File: src/rtl/npu_kernel_loader_if.sv
// Bus bundle between the kernel loader, the weight memory read port
// and the kernel register file write port.
interface npu_kernel_loader_if #(
  parameter int DATA_W  = 8,
  parameter int KADDR_W = 6,
  parameter int MEM_AW  = 10
);
  logic               mem_rd_en;
  logic [MEM_AW-1:0]  mem_addr;
  logic               mem_rd_valid;
  logic [DATA_W-1:0]  mem_rd_data;
  logic               kreg_wr_en;
  logic [KADDR_W-1:0] kreg_wr_addr;
  logic [DATA_W-1:0]  kreg_wr_data;

  modport master (
    output mem_rd_en, mem_addr, kreg_wr_en, kreg_wr_addr, kreg_wr_data,
    input  mem_rd_valid, mem_rd_data
  );

  modport slave (
    input  mem_rd_en, mem_addr, kreg_wr_en, kreg_wr_addr, kreg_wr_data,
    output mem_rd_valid, mem_rd_data
  );
endinterface

File: src/rtl/npu_kernel_loader.sv
// Kernel weight loader: reads up to 64 words from weight memory, one read outstanding at a
// time, and writes them to kernel register file addresses 0..N-1. Sticky error on read timeout.
module npu_kernel_loader #(
  parameter int DATA_W  = 8,
  parameter int KADDR_W = 6,
  parameter int MEM_AW  = 10,
  parameter int TIMEOUT = 16
) (
  input  logic                i_clk,
  input  logic                i_rst_n,
  input  logic                i_start,
  input  logic [MEM_AW-1:0]   i_base_addr,
  input  logic [KADDR_W:0]    i_num_words,
  npu_kernel_loader_if.master bus,
  output logic                o_busy,
  output logic                o_done,
  output logic                o_error,
  output logic [2:0]          o_state
);
  localparam logic [2:0] S_IDLE  = 3'd0;
  localparam logic [2:0] S_REQ   = 3'd1;
  localparam logic [2:0] S_WAIT  = 3'd2;
  localparam logic [2:0] S_WRITE = 3'd3;
  localparam logic [2:0] S_DONE  = 3'd4;

  localparam int CNT_W = $clog2(TIMEOUT + 1);
  localparam logic [CNT_W-1:0]  TMO_LAST  = CNT_W'(TIMEOUT - 1);
  localparam logic [CNT_W-1:0]  TMO_ONE   = {{(CNT_W-1){1'b0}}, 1'b1};
  localparam logic [KADDR_W:0]  MAX_WORDS = {1'b1, {KADDR_W{1'b0}}};
  localparam logic [KADDR_W:0]  IDX_ONE   = {{KADDR_W{1'b0}}, 1'b1};

  logic [2:0]         state_q, state_d;
  logic [MEM_AW-1:0]  base_q, base_d;
  logic [KADDR_W:0]   count_q, count_d;
  logic [KADDR_W-1:0] index_q, index_d;
  logic [CNT_W-1:0]   tmo_q, tmo_d;
  logic [DATA_W-1:0]  data_q, data_d;
  logic               error_q, error_d;
  logic [MEM_AW-1:0]  mem_addr_q, mem_addr_d;
  logic [KADDR_W-1:0] kaddr_q, kaddr_d;

  logic [KADDR_W:0]   index_inc;
  logic               last_word;
  logic               timed_out;

  assign index_inc = {1'b0, index_q} + IDX_ONE;
  assign last_word = (index_inc == count_q);
  assign timed_out = !bus.mem_rd_valid && (tmo_q == TMO_LAST);

  always_ff @(posedge i_clk or negedge i_rst_n) begin
    if (!i_rst_n) begin
      state_q <= S_IDLE;
    end else begin
      state_q <= state_d;
    end
  end

  always_ff @(posedge i_clk or negedge i_rst_n) begin
    if (!i_rst_n) begin
      base_q     <= '0;
      count_q    <= '0;
      index_q    <= '0;
      tmo_q      <= '0;
      data_q     <= '0;
      error_q    <= 1'b0;
      mem_addr_q <= '0;
      kaddr_q    <= '0;
    end else begin
      base_q     <= base_d;
      count_q    <= count_d;
      index_q    <= index_d;
      tmo_q      <= tmo_d;
      data_q     <= data_d;
      error_q    <= error_d;
      mem_addr_q <= mem_addr_d;
      kaddr_q    <= kaddr_d;
    end
  end

  always_comb begin
    state_d = state_q;
    case (state_q)
      S_IDLE:  if (i_start) state_d = (i_num_words == '0) ? S_DONE : S_REQ;
      S_REQ:   state_d = S_WAIT;
      S_WAIT: begin
        if (bus.mem_rd_valid) state_d = S_WRITE;
        else if (timed_out)   state_d = S_DONE;
      end
      S_WRITE: state_d = last_word ? S_DONE : S_REQ;
      S_DONE:  state_d = S_IDLE;
      default: state_d = S_IDLE;
    endcase
  end

  // The memory address register is loaded whenever the FSM is about to enter REQ,
  // so it is already valid during the single-cycle read strobe.
  always_comb begin
    base_d     = base_q;
    count_d    = count_q;
    index_d    = index_q;
    tmo_d      = tmo_q;
    data_d     = data_q;
    error_d    = error_q;
    mem_addr_d = mem_addr_q;
    kaddr_d    = kaddr_q;
    case (state_q)
      S_IDLE: begin
        if (i_start) begin
          base_d     = i_base_addr;
          count_d    = (i_num_words > MAX_WORDS) ? MAX_WORDS : i_num_words;
          index_d    = '0;
          tmo_d      = '0;
          error_d    = 1'b0;
          mem_addr_d = i_base_addr;
        end
      end
      S_WAIT: begin
        tmo_d = tmo_q + TMO_ONE;
        if (bus.mem_rd_valid) begin
          data_d  = bus.mem_rd_data;
          kaddr_d = index_q;
        end else if (timed_out) begin
          error_d = 1'b1;
        end
      end
      S_WRITE: begin
        if (!last_word) begin
          index_d    = index_inc[KADDR_W-1:0];
          tmo_d      = '0;
          mem_addr_d = base_q + MEM_AW'(index_inc);
        end
      end
      default: ;
    endcase
  end

  always_comb begin
    o_busy         = (state_q != S_IDLE);
    o_done         = (state_q == S_DONE);
    bus.mem_rd_en  = (state_q == S_REQ);
    bus.kreg_wr_en = (state_q == S_WRITE);
  end

  assign bus.mem_addr     = mem_addr_q;
  assign bus.kreg_wr_addr = kaddr_q;
  assign bus.kreg_wr_data = data_q;
  assign o_error          = error_q;
  assign o_state          = state_q;
endmodule

File: src/flat_wrapper.sv
// flat-port wrapper written by rule: the top's interface ports become plain ports
module npu_kernel_loader_flat 
#(
  parameter int DATA_W  = 8,
  parameter int KADDR_W = 6,
  parameter int MEM_AW  = 10,
  parameter int TIMEOUT = 16
)
  (i_clk, i_rst_n, i_start, i_base_addr, i_num_words, o_busy, o_done, o_error, o_state, bus_mem_rd_en, bus_mem_addr, bus_kreg_wr_en, bus_kreg_wr_addr, bus_kreg_wr_data, bus_mem_rd_valid, bus_mem_rd_data);
  npu_kernel_loader_if #(.DATA_W(DATA_W), .KADDR_W(KADDR_W), .MEM_AW(MEM_AW)) bus_i ();
  input  logic i_clk;
  input  logic i_rst_n;
  input  logic i_start;
  input  logic [MEM_AW-1:0] i_base_addr;
  input  logic [KADDR_W:0] i_num_words;
  output logic o_busy;
  output logic o_done;
  output logic o_error;
  output logic [2:0] o_state;
  output wire logic [$bits(bus_i.mem_rd_en)-1:0] bus_mem_rd_en;
  output wire logic [$bits(bus_i.mem_addr)-1:0] bus_mem_addr;
  output wire logic [$bits(bus_i.kreg_wr_en)-1:0] bus_kreg_wr_en;
  output wire logic [$bits(bus_i.kreg_wr_addr)-1:0] bus_kreg_wr_addr;
  output wire logic [$bits(bus_i.kreg_wr_data)-1:0] bus_kreg_wr_data;
  input wire logic [$bits(bus_i.mem_rd_valid)-1:0] bus_mem_rd_valid;
  input wire logic [$bits(bus_i.mem_rd_data)-1:0] bus_mem_rd_data;
  assign bus_mem_rd_en = bus_i.mem_rd_en;
  assign bus_mem_addr = bus_i.mem_addr;
  assign bus_kreg_wr_en = bus_i.kreg_wr_en;
  assign bus_kreg_wr_addr = bus_i.kreg_wr_addr;
  assign bus_kreg_wr_data = bus_i.kreg_wr_data;
  assign bus_i.mem_rd_valid = bus_mem_rd_valid;
  assign bus_i.mem_rd_data = bus_mem_rd_data;
  npu_kernel_loader #(.DATA_W(DATA_W), .KADDR_W(KADDR_W), .MEM_AW(MEM_AW), .TIMEOUT(TIMEOUT)) u_core (.i_clk(i_clk), .i_rst_n(i_rst_n), .i_start(i_start), .i_base_addr(i_base_addr), .i_num_words(i_num_words), .bus(bus_i), .o_busy(o_busy), .o_done(o_done), .o_error(o_error), .o_state(o_state));
endmodule
File: config.mk
export PLATFORM = sky130hd
export DESIGN_NAME = npu_kernel_loader_flat
export DESIGN_NICKNAME = d
export VERILOG_FILES = /design/src/rtl/npu_kernel_loader_if.sv /design/src/rtl/npu_kernel_loader.sv /design/src/flat_wrapper.sv
export SDC_FILE = /design/constraint.sdc
export NUM_CORES = 1
export LEC_CHECK = 0
export ABC_AREA = 1
export CAP_MARGIN = 20
export CORE_MARGIN = 2
export CORE_UTILIZATION = 25
export DETAILED_ROUTE_END_ITERATION = 8
export MAX_ROUTING_LAYER = met4
export PLACE_DENSITY = 0.54
export SETUP_SLACK_MARGIN = 0.15
export SYNTH_ARGS = -nofsm -noshare
export SYNTH_HDL_FRONTEND = slang
export SYNTH_SLANG_ARGS = --single-unit
File: constraint.sdc
create_clock -name i_clk -period 2.3 [get_ports i_clk]
set_clock_uncertainty 0.1 [all_clocks]
set_input_delay 0.46 -clock i_clk [delete_from_list [all_inputs] [get_ports i_clk]]
set_output_delay 0.46 -clock i_clk [all_outputs]
set_load 0.02 [all_outputs]
==> run summary <==
The run finished with clean final reports. The dominant cell type by area after synthesis is dfrtp_1. The run gives 0 as the detailed-route DRC error count. The kind of path behind the tightest hold check was in2async. The run gives 2683 as the via count of the first global-routing pass. The worst setup path is captured at a flip-flop. The first global-routing pass estimated 13090 microns of wire. The internal power was 0.003336 W; the share of synthesized flip-flops with an asynchronous set or reset was 100.0%.

The fraction of the core area covered by cells at the end of the flow was 37.53%; the fmax was 453.0 MHz. The register area was 1406 sq um; the detail-routed net length per standard cell was 14.16 microns. Highest fanout seen on the critical path: 5. The share of the Yosys chip area taken by registers is 46.05%. The cell family contributing the most delay on the critical path is flip-flops. The die span in x came out at 114.3 microns. Measured along the y axis, the die boundary spans 114.3 microns.

The post-route antenna net violation count was 0; the part of the total power dissipated in sequential elements was 29.7%. The cell with the largest stage delay on the worst path was dfrtp_2. For the number of clock sinks seen by CTS, the log shows 56. Clock tree synthesis inserted a total of 5 buffers. In this run the standard cell core region covers 11960 sq um. Yosys attributes the largest share of cell area to dfrtp_1 (46%), nand2_1 (12%), nand3_1 (6.4%). The initial antenna violation count is 0. The leakage dissipation was 2.120 nW. Counting stages on the worst path, the most repeated cell is nand2_2. The root buffer cell was clkbuf_16. The clock tree synthesis step divided the H-tree into 2 levels.

For the finished layout, the period the worst path requires is 2.207 ns. The worst setup path is launched from a flip-flop. Setup repair after global routing could not meet its margin everywhere.

Averaged over all synthesized cells, the footprint is 8.202 sq um. Summed over all layers, the global routing overflow is 0. In this run the deepest clock path goes through 2 buffers.

For the final count of pins violating max slew, the log shows 0. Counting both buffers and inverters, the worst setup path holds a total of 2. Measured against its own limit, the worst slew margin works out to 61.94%. 61 I/O pins were placed. Of the post-synthesis cell area, the dominant cell type holds 46.05%. The area of the mapped netlist is 3043 sq um. Counting buffers and inverters, the worst setup path is 13 cells deep.

Once the floorplan was initialized, standard cells occupied 25.44% of the core. For this run, the number of Yosys warnings is 0. At the pin with the least slew margin, the transition time is 0.5710 ns. The number of cells on the worst reg-to-reg path is 13.

Routability-driven placement finished with a final weighted congestion of 0.8638. Endpoint of the most critical register-to-register path: u_core.bus.mem_addr[5]. The layout has 1234 filler cells. The tools report the startpoint of the lowest-slack register-to-register path as u_core.index_q[0]. Net switching is 42.64% of the power. The initialized floorplan defines 40 standard-cell rows. Wires add up to 8593 microns. By startpoint and endpoint, the worst setup path is classified as reg2reg. Most common cell in the netlist: nand2_1. The count of input and output buffers was 60; the synthesized instance count was 371. Counting distinct cell types in the post-synthesis netlist gives 34. In this run the cell area measured after placement is 3910 sq um.

The later pin in the worst-skew pair is clocked with a latency of 0.30 ns. The ratio of routed vias to standard cells is 4.534, and the max capacitance violation total is 0. The most used flip-flop cell after synthesis is dfrtp_1. Setup violations remaining at the end of the flow were counted as 0. TritonCTS built the clock tree.

The number of enable flip-flop cells after synthesis is 0, and the maximum resistive drop on vdd is 0.4577 mV. From synthesis to final layout, the design area changed by 47.53%. The run gives 2.30 ns as the signal arrival time at the worst endpoint. The hold violation total from the final report was 0; the power share of the combinational group was 55.3%.

The final non-filler cell area was 4489 sq um; the worst hold slack was 0.05393 ns. The tools report the pin count of the biggest net entering global routing as 23. Placed wire-length estimate after detailed placement: 6038 microns.

Of the cells placed in the final design, the portion with a size suffix greater than 1 is 26.30%. The delay of the slowest critical-path stage is 0.47 ns, and the area occupied by multi-input gates is 1678 sq um. In the global route stage, overall resource usage came out at 12.96%. After clock tree synthesis, the clock-pin slew on the worst setup and hold paths is 0.08 ns. For the slack of the worst reg-to-reg path, the log shows 0.09 ns. The critical path goes through ha_4, inv_2, nand2_2, nand2_2, inv_2, ha_4, a21oi_2, nand2_2, a21oi_1, xor2_1, o21ai_0, nand2_2, nand2_1. Summing over every cut layer, the via total after detailed routing is 2752. Tracing the worst setup path back leads to its startpoint at u_core.index_q[0]. Counting instances in the post-synthesis netlist gives the leading cell types as nand2_1 (99), dfrtp_1 (56), inv_1 (47), nand3_1 (39), o21ai_0 (28).

The number of search-and-repair iterations in the first detailed-routing pass was 5; the number of nets in the finished design was 499. When the netlist entered floorplanning its net count stood at 411. The cell area power density is 1296 nW/um^2.

The part of the power in the clock network is 15.1%, and the post-cts hold buffer count is 0. The repair_antennas step left the layout with diodes totalling 0. In this run the power spent charging and discharging nets is 0.002480 W.

For the starting DRC count in detailed routing, the log shows 117. The timing endpoint of the critical path is u_core.bus.mem_addr[5]. The full die area came out at 13070 sq um.

For the worst setup path, the data required time is 2.39 ns. The number of synthesized register bits was 56; the part of the cycle the worst path needs was 95.97%.
## cell type report
cell class                      count  share of cell area [%]
Clock inverter                      2                  0.7804
Sequential cell                    56                   31.33
Multi-Input combinational cell    257                   37.37
Inverter                           51                   4.320
Clock buffer                        6                   2.871
Tap cell                          147                   4.097
Timing Repair Buffer               88                   19.23
## through the flow
stage / TNS [ns] / total power (W) / worst slack, ns / std cells
after floorplan: 0 / 0.003343 / 0.1619 / 371
after global placement: 0 / 0.004366 / 0.08710 / 582
after detailed placement: 0 / 0.004412 / 0.03734 / 582
after CTS: 0 / 0.005430 / 0.1322 / 594
after global routing: -0.1978 / 0.006245 / -0.06710 / 607
final: 0 / 0.005816 / 0.09259 / 607
## cells in the final DEF, fill, tap and decap left out, types with 5 or more instances in the layout
master           count
inv_1               39
inv_2               11
nor2_1              11
a21oi_1              7
mux2_1               5
buf_4               22
nand3_1             31
nand2_4              6
clkbuf_16            6
clkdlybuf4s50_1     55
o21ai_0             26
nand3_2              7
nor2_4               5
dfrtp_1             52
ha_4                 6
nand2_2             21
nand2_1             89
## layer usage
layer	GRT usage, %	wire length (microns)	vias up
met5	-	0	-
met4	2.927	93	0
met3	2.012	288	9
met2	21.94	4307	52
met1	16.42	3902	1317
li1	-	-	1374
## state kept, by name (all words and copies together) (netlist names)
register                 flops
u_core.bus.kreg_wr_addr      6
u_core.o_state               3
u_core.bus.mem_addr         10
u_core.index_q               6
u_core.count_q               7
u_core.bus.kreg_wr_data      8
u_core.base_q               10
u_core.tmo_q                 5
u_core.o_error               1
## kinds of logic (layout without fill, tap and decap cells)
group	Yosys count	count (layout)	share of synthesized area [%]
simple gates	183	185	27.67
buf+inv	60	147	7.935
flops	56	56	46.05
compound gates	49	49	9.457
fa+ha+maj	11	11	4.770
mux	8	8	2.960
xor+xnor	4	4	1.152
## worst min path at each step
stage | end | slack (ns)
finish | u_core.bus.kreg_wr_addr[1] | 0.05
global route | u_core.bus.kreg_wr_data[3] | 0.09
CTS | u_core.bus.kreg_wr_data[3] | 0.08
detailed placement | u_core.base_q[5] | 0.37
global placement | u_core.tmo_q[4] | 0.35
floorplan | u_core.base_q[0] | 0.06
## power groups by stage
stage / clock (W) / combinational (W) / sequential, W
6_report: 0.000876 / 0.00321 / 0.00173
5_1_grt: 0.000939 / 0.00353 / 0.00178
4_1_cts: 0.000903 / 0.00282 / 0.00171
3_5_place_dp: 0 / 0.00270 / 0.00171
3_3_place_gp: 0 / 0.00267 / 0.00169
2_1_floorplan: 0 / 0.00141 / 0.00193
## what timing repair did
item,4_1_cts,5_1_grt
pin swaps,6,19
gates resized for setup,22,49
setup endpoints to repair,19,23
setup buffers,4,10
gates cloned,0,3
Power figures use the tool's default switching activity.
